[config.mk]
export PLATFORM = sky130hd
export DESIGN_NAME = dmem_rr_arbiter
export DESIGN_NICKNAME = d
export VERILOG_FILES = /design/src/rtl/dmem_rr_arbiter.sv
export SDC_FILE = /design/constraint.sdc
export NUM_CORES = 1
export LEC_CHECK = 0
export BUFFER_PORTS_ARGS = -buffer_cell sky130_fd_sc_hd__buf_2
export CORE_ASPECT_RATIO = 1.2
export CORE_MARGIN = 1.5
export CORE_UTILIZATION = 43
export DETAILED_ROUTE_END_ITERATION = 7
export PLACE_DENSITY = 0.83
export RECOVER_POWER = 50
export SYNTH_ARGS = -nofsm -noshare
export SYNTH_HDL_FRONTEND = slang
export SYNTH_SLANG_ARGS = --single-unit
[constraint.sdc]
create_clock -name clk_i -period 6.7 [get_ports clk_i]
set_input_delay 0.335 -clock clk_i [delete_from_list [all_inputs] [get_ports clk_i]]
set_output_delay 0.335 -clock clk_i [all_outputs]
set_load 0.02 [all_outputs]
[src/rtl/dmem_rr_arbiter.sv]
// Round-robin arbiter sharing one single-port synchronous dmem between NCORES data ports,
// with one-cycle read return and per-core LR/SC reservation tracking.
module dmem_rr_arbiter #(
  parameter int NCORES = 4,
  parameter int ADDRW  = 12,
  parameter int DATAW  = 32
) (
  input  logic                        clk_i,
  input  logic                        rst_ni,
  input  logic [NCORES-1:0]           re_packed_i,
  input  logic [NCORES-1:0]           we_packed_i,
  input  logic [ADDRW*NCORES-1:0]     addr_packed_i,
  input  logic [DATAW*NCORES-1:0]     wdata_packed_i,
  input  logic [(DATAW/8)*NCORES-1:0] wstrb_packed_i,
  input  logic [NCORES-1:0]           is_lr_packed_i,
  input  logic [NCORES-1:0]           is_sc_packed_i,
  output logic [DATAW*NCORES-1:0]     rdata_packed_o,
  output logic [NCORES-1:0]           stall_packed_o,
  output logic                        ram_en_o,
  output logic [DATAW/8-1:0]          ram_we_o,
  output logic [ADDRW-1:0]            ram_addr_o,
  output logic [DATAW-1:0]            ram_wdata_o,
  input  logic [DATAW-1:0]            ram_rdata_i
);

  localparam int IDW = (NCORES > 1) ? $clog2(NCORES) : 1;
  localparam int SW  = DATAW / 8;

  typedef enum logic [1:0] {K_READ, K_SC_OK, K_SC_FAIL, K_WRITE} kind_t;

  logic [ADDRW-1:0]  w_addr  [NCORES];
  logic [DATAW-1:0]  w_wdata [NCORES];
  logic [SW-1:0]     w_wstrb [NCORES];
  logic [NCORES-1:0] w_active;
  logic [NCORES-1:0] w_grant;
  logic [NCORES-1:0] w_resv_hit;
  logic              w_any;
  logic [IDW-1:0]    w_gid;
  logic [ADDRW-1:0]  w_g_addr;
  logic              w_g_wr;
  logic              w_g_sc;
  logic              w_sc_ok;
  logic              w_commit;
  kind_t             w_kind;

  logic [IDW-1:0]    r_ptr;
  logic              r_lg_v;
  logic [IDW-1:0]    r_lg_id;
  kind_t             r_lg_kind;

  assign w_active = re_packed_i | we_packed_i;

  // Scan distances from the pointer in reverse so the nearest active core wins.
  always_comb begin
    w_any = 1'b0;
    w_gid = '0;
    for (int k = NCORES - 1; k >= 0; k--) begin
      for (int i = 0; i < NCORES; i++) begin
        if (w_active[i] && (((int'(r_ptr) + k) % NCORES) == i)) begin
          w_any = 1'b1;
          w_gid = IDW'(i);
        end
      end
    end
    if (!rst_ni) w_any = 1'b0;
  end

  assign w_g_addr = w_addr[w_gid];
  assign w_g_wr   = we_packed_i[w_gid];
  assign w_g_sc   = w_g_wr & is_sc_packed_i[w_gid];
  assign w_sc_ok  = w_resv_hit[w_gid];
  assign w_commit = w_any & w_g_wr & (~w_g_sc | w_sc_ok);

  assign ram_en_o    = w_any;
  assign ram_addr_o  = w_any ? w_g_addr : '0;
  assign ram_wdata_o = w_any ? w_wdata[w_gid] : '0;
  assign ram_we_o    = w_commit ? w_wstrb[w_gid] : '0;

  always_comb begin
    w_kind = K_READ;
    if (w_g_wr) begin
      if (!w_g_sc)      w_kind = K_WRITE;
      else if (w_sc_ok) w_kind = K_SC_OK;
      else              w_kind = K_SC_FAIL;
    end
  end

  always_ff @(posedge clk_i or negedge rst_ni) begin
    if (!rst_ni) begin
      r_ptr     <= '0;
      r_lg_v    <= 1'b0;
      r_lg_id   <= '0;
      r_lg_kind <= K_READ;
    end else begin
      r_lg_v    <= w_any;
      r_lg_id   <= w_gid;
      r_lg_kind <= w_kind;
      if (w_any) r_ptr <= (w_gid == IDW'(NCORES - 1)) ? '0 : w_gid + 1'b1;
    end
  end

  for (genvar gi = 0; gi < NCORES; gi++) begin : g_core
    logic [DATAW-1:0] r_hold;
    logic [DATAW-1:0] w_rdata;
    logic             r_resv_v;
    logic [ADDRW-1:0] r_resv_a;
    logic             w_ret;

    assign w_addr[gi]  = addr_packed_i[ADDRW*gi +: ADDRW];
    assign w_wdata[gi] = wdata_packed_i[DATAW*gi +: DATAW];
    assign w_wstrb[gi] = wstrb_packed_i[SW*gi +: SW];

    assign w_grant[gi]        = w_any && (w_gid == IDW'(gi));
    assign stall_packed_o[gi] = w_active[gi] & ~w_grant[gi];
    assign w_resv_hit[gi]     = r_resv_v && (r_resv_a == w_g_addr);

    // Plain writes return nothing; their slice keeps showing the last read/SC result.
    assign w_ret = r_lg_v && (r_lg_id == IDW'(gi)) && (r_lg_kind != K_WRITE);

    always_comb begin
      w_rdata = r_hold;
      if (w_ret) begin
        case (r_lg_kind)
          K_READ:    w_rdata = ram_rdata_i;
          K_SC_OK:   w_rdata = '0;
          K_SC_FAIL: w_rdata = DATAW'(1);
          default:   w_rdata = r_hold;
        endcase
      end
    end

    assign rdata_packed_o[DATAW*gi +: DATAW] = w_rdata;

    always_ff @(posedge clk_i or negedge rst_ni) begin
      if (!rst_ni) begin
        r_hold   <= '0;
        r_resv_v <= 1'b0;
        r_resv_a <= '0;
      end else begin
        if (w_ret) r_hold <= w_rdata;
        // A committed write to the reserved word outranks any set/clear by the grantee.
        if (w_commit && (r_resv_a == w_g_addr)) begin
          r_resv_v <= 1'b0;
        end else if (w_grant[gi] && w_g_sc) begin
          r_resv_v <= 1'b0;
        end else if (w_grant[gi] && !w_g_wr && is_lr_packed_i[gi]) begin
          r_resv_v <= 1'b1;
          r_resv_a <= w_g_addr;
        end
      end
    end
  end

endmodule

==> results of run 1 <==
==> cell usage in the layout (no fill, tap or decap), types with 4 or more instances in the layout <==
master	instances
nor4_1	12
or2_2	6
clkbuf_1	4
o211ai_1	46
or3_1	8
o2111ai_1	13
bufinv_16	4
nand4_1	25
buf_2	421
dfrtp_1	187
a21oi_1	14
a21boi_0	5
inv_1	5
ha_1	4
or4_1	48
a311oi_1	32
o21ai_0	314
o211a_1	8
buf_4	8
o31ai_2	4
nor3_1	15
and3_1	64
nand3_1	18
a21boi_2	4
clkbuf_16	17
nor2_1	21
a21boi_1	13
nand2_1	384
xnor2_1	6
==> state kept, by name, indices dropped and copies added (netlist names) <==
register and flops:
g_core.r_hold 128, g_core.r_resv_a 48, g_core.r_resv_v 4, r_lg_id 2, r_lg_kind 2, r_lg_v 1, r_ptr 2
==> layout make-up <==
class	count	area, um^2	share of cell area, %
antenna	3	7.507	0.05315
clock buffer	19	452.9	3.207
clock inverter	12	186.4	1.320
inverter	7	28.78	0.2038
multi-input combinational	1124	6147	43.52
sequential	187	4679	33.13
tap	335	419.2	2.968
timing repair buffer	436	2202	15.59
==> per-layer routing <==
layer	routed length [um]	global-route usage [%]	vias to the layer above
met2	17410	42.55	674
met3	3104	5.682	138
met5	0	0	-
li1	-	-	5897
met4	1799	14.52	0
met1	15290	33.86	5792
==> worst max path at each step <==
stage / from / end / slack [ps] / depth (start not counted)
detailed placement: re_packed_i[3] / ram_we_o[0] / 1550 / 13
CTS: r_ptr[0] / ram_we_o[0] / 1410 / 12
global placement: re_packed_i[3] / ram_we_o[0] / 1630 / 13
finish: rst_ni / ram_we_o[0] / 1340 / 8
global route: rst_ni / ram_we_o[0] / 760 / 8
floorplan: re_packed_i[3] / ram_we_o[2] / 3340 / 12
==> kinds of logic (layout without fill, tap and decap cells) <==
kind of cell	Yosys count	count (layout)	share of synthesized area, %
adder cells (fa/ha/maj)	4	4	0.4405
AND/OR/NAND/NOR	629	629	26.56
AO/OA/AOI/OAI	485	485	26.45
other	0	3	0
flip-flops	187	187	41.19
XOR/XNOR	6	6	0.4626
buffers and inverters	128	474	4.890
==> power by group through the flow <==
stage | clock network (W) | registers (W) | logic, W
final | 0.00110 | 0.00186 | 0.00396
after global routing | 0.00117 | 0.00191 | 0.00437
after CTS | 0.00112 | 0.00185 | 0.00394
after detailed placement | 0 | 0.00186 | 0.00392
after global placement | 0 | 0.00184 | 0.00382
after floorplan | 0 | 0.00177 | 0.00283
==> through the flow <==
step	hold slack (ps)	std cells	instance area [um^2]
finish	292.4	2123	14120
global route	319.9	2122	14120
CTS	272.0	2120	14150
detailed placement	315.8	2088	13500
global placement	314.1	2088	13500
floorplan	39.41	1439	11360
==> critical path, stage by stage <==
cell,delay [ps]
dlygate4sd3_1,520
clkbuf_1,1930
o21ai_0,550
buf_4,520
or2_2,420
nor3_2,320
and3_1,220
buf_2,180
==> metrics, run 1 <==
count leader, synth nand2_1; core area 26110 um^2; GRT Util Overall between 20% and 30%; Worst Hold Endpoint g_core[0].r_hold[22]; Clock power frac 15.9%; Detail Route Antenna Nets 0; sequential share of power between 20% and 30%; IO Count 423; P_int between 0.003 and 0.004 W; Worst EP required 6360 ps; DRC viols 0; setup ws final 1337 ps; worst relative slew slack -134.2%; initial antenna violation count 2; Overall Power slightly below 0.007 W; internal reg-to-reg setup slack 2300 ps; vias in the first global route 11320; fin nets just over 2000; FF-to-FF Start r_ptr[0]; status finished with violations; Die Span Y roughly 180 um; Layout Skew 10.29 ps; leakage 7.021 nW; r2r endpoint g_core[2].r_resv_v; Setup Fix Bufs, Post-CTS 0; synthesized netlist cell count between 1000 and 1500; via count around 13000; clock latency on the worst-skew pair ~430 ps; vias per cell a little under 6; worst-margin pin slew approximately 3500 ps; Max Cap Violations 6; R2R cell count 11; #FFs+latches synth 187; Synth top area share 41.19%; first-pass GRT wire length about 58 mm; clock root cell clkbuf_16; CTS sink cnt between 150 and 200; max frequency around 190 MHz; Fill cells approximately 2400; largest net degree at the start of global routing between 100 and 150; Hold Path Depth 3; Logic pwr share approximately 57%; crit start category input port; failing checks capacitance limit, slew limit; area grow syn2layout 24.32%; layout cell share with drive strength beyond 1 roughly 28%; post-CTS sizing 0; Netlist cell types 67; Mapped Area around 11000 um^2; Final GP Congestion between 0.9 and 1; synthesized area per cell 7.895 um^2; arrival time at the worst endpoint about 5000 ps; VDD IR-drop max approximately 0.40 mV; CP Max Fanout between 40 and 50; routed wire length 37.60 mm; Pre-antenna DRT Iters 5; total CTS buffers 17; asr flop ratio synth 100.0%; deepest level of the CTS H-tree 4; Sw Share 49.72%; CTS Hold Bufs 1; post-synthesis sequential area ratio roughly 41%; crit end category output port; worst setup path category input port to output port; final setup TNS 0 ps; TritonCTS clock tree built; dpl ws 1548 ps; P_sw between 0.003 and 0.004 W; Placement Rows between 60 and 70; area leader, netlist dfrtp_1; initial DRC count 799; Post-synth top cells nand2_1, o21ai_0, dfrtp_1, clkbuf_1, and3_1; Hold Vio Cnt, Final 0; number of synthesized flops with an enable pin 0; hold crit path type input port to flop; PortBufs between 400 and 500; syn_nets roughly 1700; full die area 27410 um^2; grt ovf 0; HP Start ram_rdata_i[22]; Routed WL per cell 17.71 um; clock slew at reported path FFs 70 ps; Most used DFF post-synth dfrtp_1; Final min period about 5400 ps; Clock Path Buffers 2; Initial Utilization 43.52%; DIE WIDTH between 150 and 200 um; Synth area leaders dfrtp_1, o21ai_0, nand2_1, and3_1, or4_1; max-slew violation count roughly 490; # setup viols final 0; RSZ-0062 raised after global routing false; final period utilization around four fifths; Power Dens Cells ~500 nW/um^2; yosys synthesis warning count 0; Detailed Place HPWL between 20 and 30 mm; Core Util, Final a little over half
Note: power is estimated with default switching activity, not from simulation.
==> run 2: changes to the inputs <==
--- a/config.mk
+++ b/config.mk
@@ -10,7 +10,7 @@
 export CORE_MARGIN = 1.5
 export CORE_UTILIZATION = 43
 export DETAILED_ROUTE_END_ITERATION = 7
-export PLACE_DENSITY = 0.83
+export PLACE_DENSITY = 0.86
 export RECOVER_POWER = 50
 export SYNTH_ARGS = -nofsm -noshare
 export SYNTH_HDL_FRONTEND = slang
==> constraint.sdc (replaced) <==
create_clock -name clk_i -period 4.53 [get_ports clk_i]
set_input_delay 0.2265 -clock clk_i [delete_from_list [all_inputs] [get_ports clk_i]]
set_output_delay 0.2265 -clock clk_i [all_outputs]
set_load 0.02 [all_outputs]
==> metrics, run 2 (synthesis results as in run 1) <==
status finished with violations; failing checks capacitance limit, slew limit; worst-margin pin slew 1663 ps; max-slew violation count between 150 and 200; FF-to-FF Start r_ptr[0]; leakage just over 7 nW; Pre-antenna DRT Iters 5; Routed WL per cell ~18 um; Finished Cell Area ~14000 um^2; vias in the first global route ~12000; Max Cap Violations 2; DRC viols 0; internal reg-to-reg setup slack about 940 ps; crit start category flop; slowest cell on the critical path or4_1; first-pass GRT wire length roughly 60 mm; vias per cell around 5.9; crit end category output port; arrival time at the worst endpoint ~4100 ps; max frequency about 230 MHz; Worst Hold Endpoint g_core[1].r_hold[5]; final period utilization 96.22%; Final GP Congestion between 0.9 and 1; Worst EP required approximately 4300 ps; fin nets around 2000; area grow syn2layout 25.26%; Hold Vio Cnt, Final 0; Hold Path Depth 3; placed cell area 13630 um^2; RSZ-0062 raised after global routing false; Crit path max-delay family simple AND/OR/NAND/NOR gates; Final min period approximately 4400 ps; clock latency on the worst-skew pair ~440 ps; VDD IR-drop max 0.3812 mV; IO Count ~420; worst relative slew slack -10.87%; grt ovf 0; initial DRC count roughly 830; Detail Route Antenna Nets 0; final setup TNS 0 ps; largest net degree at the start of global routing 97; full die area between 20000 and 30000 um^2; CP Buf/Inv Count 4; # setup viols final 0; HP Start ram_rdata_i[5]; leading cell types in the layout, fill and taps excluded buf_2, nand2_1, o21ai_0, dfrtp_1, and3_1; clock slew at reported path FFs ~80 ps; Placement Rows 65; deepest level of the CTS H-tree 4; Detailed Place HPWL 28.37 mm; Fill cells around 2400; CP Max Fanout 16; R2R cell count 12; r2r endpoint g_core[0].r_resv_v; hold crit path type input port to flop; initial antenna violation count 2; Layout Skew around 13 ps; Initial Utilization approximately 44%; most used cell along the critical path buf_4; worst setup path category flop to output port; Die Span Y around 180 um; PortBufs around 420; most flop-heavy register g_core.r_hold; Largest register FFs 128; total CTS buffers 17; Power Dens Cells 719.9 nW/um^2; CTS sink cnt around 190; most common cell after layout, fill and taps aside buf_2; DIE WIDTH ~150 um; layout cell share with drive strength beyond 1 around 29%; via count around 13000; TritonCTS clock tree built; clock root cell clkbuf_16; routed wire length a little under 40 mm; Clock Path Buffers 2; Core Util, Final a little over half; core area about 26000 um^2; GRT Util Overall between 20 and 30%; biggest regs g_core.r_hold x128, g_core.r_resv_a x48, g_core.r_resv_v x4; CP max stage delay roughly 500 ps; Cell Chain, Critical Path o21bai_1, a21o_2, buf_4, buf_4, and3_1, or4_1, nand4_1, o2111ai_1, nor4_2, a2111oi_2, nor3_2, buf_4, and3_1, buf_2
run 2: worst max path at each step:
| stage | cells past startpoint | slack, ps | end | startpoint |
|---|---|---|---|---|
| after detailed placement | 14 | 410 | ram_we_o[2] | re_packed_i[3] |
| after global placement | 14 | 450 | ram_we_o[0] | re_packed_i[3] |
| final | 14 | 170 | ram_we_o[0] | r_ptr[0] |
| after global routing | 14 | 5 | ram_we_o[2] | r_ptr[1] |
| after CTS | 14 | 40 | ram_we_o[0] | r_ptr[0] |
| after floorplan | 12 | 1300 | ram_we_o[2] | r_ptr[0] |
run 2: timing repair:
| action | in CTS | in global routing |
|---|---|---|
| endpoints found under the setup margin | 0 | 4 |
| resized for setup | 0 | 7 |
| hold buffers | 1 | 0 |
| setup buffers | 0 | 2 |
| endpoints found under the hold margin | 71 | 0 |
run 2: per-stage QoR:
| step | hold slack [ps] | power (W) | std cells | setup slack, ps |
|---|---|---|---|---|
| after floorplan | -69.09 | 0.006807 | 1439 | 1302 |
| after detailed placement | 309.5 | 0.008690 | 2102 | 408.3 |
| after global placement | 302.5 | 0.008504 | 2102 | 451.9 |
| final | 187.0 | 0.01025 | 2139 | 171.2 |
| after global routing | 206.0 | 0.01102 | 2139 | 5.496 |
| after CTS | 159.7 | 0.01015 | 2135 | 38.50 |
run 2: tightest hold or removal path: cells and delay by family:
kind | cells | cell delay [ps]
AND/OR/NAND/NOR | 1 | 150
AO/OA/AOI/OAI | 1 | 100
buffers and inverters | 1 | 90
run 2: layer usage:
| layer | part of all wire [%] | up-vias | GRT usage [%] |
|---|---|---|---|
| li1 | - | 5933 | - |
| met1 | 39 | 5858 | 35.06 |
| met2 | 47 | 715 | 44.02 |
| met3 | 9.6 | 131 | 6.237 |
| met4 | 5.1 | 2 | 14.76 |
| met5 | 0.034 | - | 0 |
run 2: final cells by class:
cell class	instances	area (um^2)	area share, %
diodes	1	2.502	0.01758
clock buffers	22	474.2	3.332
clock inverters	10	80.08	0.5627
inverters	7	31.28	0.2198
multi-input cells	1125	6181	43.43
flip-flops and latches	187	4679	32.88
well taps	335	419.2	2.945
repair buffers	452	2364	16.61
run 2: report_power, final:
part           switching [W]  internal [W]  leakage, nW
registers           0.000376       0.00235         2.44
clock network       0.000680      0.000757        0.269
logic                0.00414       0.00194         4.38
==> run 3: changes to the inputs <==
--- a/config.mk
+++ b/config.mk
@@ -9,6 +9,7 @@
 export CORE_ASPECT_RATIO = 1.2
 export CORE_MARGIN = 1.5
 export CORE_UTILIZATION = 43
+export CTS_BUF_LIST = sky130_fd_sc_hd__clkbuf_16
 export DETAILED_ROUTE_END_ITERATION = 7
 export PLACE_DENSITY = 0.86
 export RECOVER_POWER = 50
==> metrics, run 3 (synthesis results as in run 1) <==
top sig layer met5; RSZ-0062 raised after global routing false; PortBufs roughly 420; leakage between 7 and 8 nW; Fill cells 2427; arrival time at the worst endpoint about 4100 ps; Worst EP required 4300 ps; crit start category flop; Final GP Congestion 0.9544; CP max stage delay roughly 500 ps; crit path from r_ptr[1]; fin nets approximately 2000; Detailed Place HPWL 28.37 mm; worst setup path category flop to output port; most common cell after layout, fill and taps aside buf_2; Crit path depth 14; first-pass GRT wire length 59.71 mm; VDD IR-drop max approximately 0.38 mV; CTS sink cnt around 190; total CTS buffers 17; internal reg-to-reg setup slack roughly 940 ps; most used cell along the critical path buf_4; vias per cell around 5.9; clock latency on the worst-skew pair 440 ps; final period utilization a little over nine tenths; Initial Utilization a little over two fifths; WHS about 190 ps; wire length on met3 3.800 mm; crit path to ram_we_o[0]; max-slew violation count about 190; Pre-antenna DRT Iters 6; Placement Rows 65; crit end category output port; FF-to-FF Start r_ptr[0]; status finished with violations; largest net degree at the start of global routing 97; max frequency ~230 MHz; CP Max Fanout 38; Max Cap Violations 2; Power Dens Cells roughly 720 nW/um^2; worst-margin pin slew ~1700 ps; r2r endpoint g_core[0].r_resv_v; final setup TNS 0 ps; routed wire length between 30 and 40 mm; via count roughly 13000; DRC viols 0; Detail Route Antenna Nets 0; area grow syn2layout 25.00%; CP Buf/Inv Count 5; grt ovf 0; clock root cell clkbuf_16; failing checks capacitance limit, slew limit; most flop-heavy register g_core.r_hold; core area roughly 26000 um^2; Largest register FFs approximately 130; Die Span Y 181.1 um; Cell Chain, Critical Path buf_4, a2111o_1, nand2_8, inv_6, buf_12, or4_1, nand4_1, o2111ai_1, nor4_2, a2111oi_2, nor3_2, buf_4, and3_1, buf_2; # setup viols final 0; Crit path max-delay family simple AND/OR/NAND/NOR gates; worst relative slew slack -10.01%; Hold Vio Cnt, Final 0; initial antenna violation count 2; hold crit path type input port to flop; vias in the first global route between 10000 and 15000; full die area between 20000 and 30000 um^2; leading cell types in the layout, fill and taps excluded buf_2, nand2_1, o21ai_0, dfrtp_1, and3_1; GRT Util Overall between 20 and 30%; clock slew at reported path FFs 80 ps; Final min period approximately 4300 ps; biggest regs g_core.r_hold x128, g_core.r_resv_a x48, g_core.r_resv_v x4; DIE WIDTH 151.4 um; deepest level of the CTS H-tree 4; TritonCTS clock tree built; Clock Path Buffers 2; IO Count between 400 and 500; Layout Skew 18.77 ps; Routed WL per cell roughly 18 um; M1 WL 15.11 mm; slowest cell on the critical path or4_1; R2R cell count 12; layout cell share with drive strength beyond 1 28.95%; initial DRC count roughly 860; metal2 WL about 18 mm
-- run 3: changes by cell type in the layout (fill, tap and decap cells not counted), sizes merged --
cell and change:
clkbuf -5, inv +2, clkinv +3
-- run 3: final cells by class --
class | instances | area (um^2) | area share (%)
clock buffer | 17 | 425.4 | 2.996
clock inverter | 15 | 98.84 | 0.6960
inverter | 7 | 31.28 | 0.2203
sequential | 187 | 4679 | 32.95
timing repair buffer | 452 | 2364 | 16.64
multi-input combinational | 1125 | 6181 | 43.52
tap | 335 | 419.2 | 2.952
antenna | 1 | 2.502 | 0.01762
-- run 3: power breakdown --
group	switching, W	internal [W]	total (W)
Clock	0.000680	0.000701	0.00138
Sequential	0.000377	0.00235	0.00273
Combinational	0.00415	0.00194	0.00609
Total	0.00521	0.00499	0.0102
-- run 3: how the worst min path moves through the flow --
stage          depth (start not counted)  slack [ps]                    end           start
2_1_floorplan                          0         -70    g_core[0].r_hold[0]          rst_ni
3_5_place_dp                           1         310  g_core[1].r_resv_a[5]          rst_ni
6_report                               3         190    g_core[1].r_hold[5]  ram_rdata_i[5]
5_1_grt                                3         210    g_core[1].r_hold[8]  ram_rdata_i[8]
4_1_cts                                3         160    g_core[1].r_hold[5]  ram_rdata_i[5]
3_3_place_gp                           1         300  g_core[1].r_resv_a[5]          rst_ni
-- run 3: what timing repair did --
action                                  4_1_cts  5_1_grt
hold endpoints to repair                     71        0
endpoints found under the setup margin        0        4
buffers inserted                              0        2
hold buffers                                  1        0
gates resized for setup                       0        7
-- run 3: per-stage QoR --
stage	cells	area, um^2	util (%)	power, W	setup slack [ps]
final	2139	14200	54.40	0.01020	181.0
after global routing	2139	14200	54.40	0.01097	8.103
after CTS	2135	14170	54.27	0.01009	38.50
after detailed placement	2102	13630	52.23	0.008690	408.3
after global placement	2102	13630	52.23	0.008504	451.9
after floorplan	1439	11360	-	0.006807	1302
-- run 3: tightest hold or removal path, delay by kind of cell --
kind / cells / cell delay (ps)
and+or+nand+nor: 1 / 150
AOI/OAI and AO/OA: 1 / 100
buffers and inverters: 1 / 90
-- run 3: layer usage --
metal  GRT usage, %  up-vias
met2          44.05      724
met1          34.92     5872
met5              0        -
met4          14.02        2
met3          6.515      131
li1               -     5925
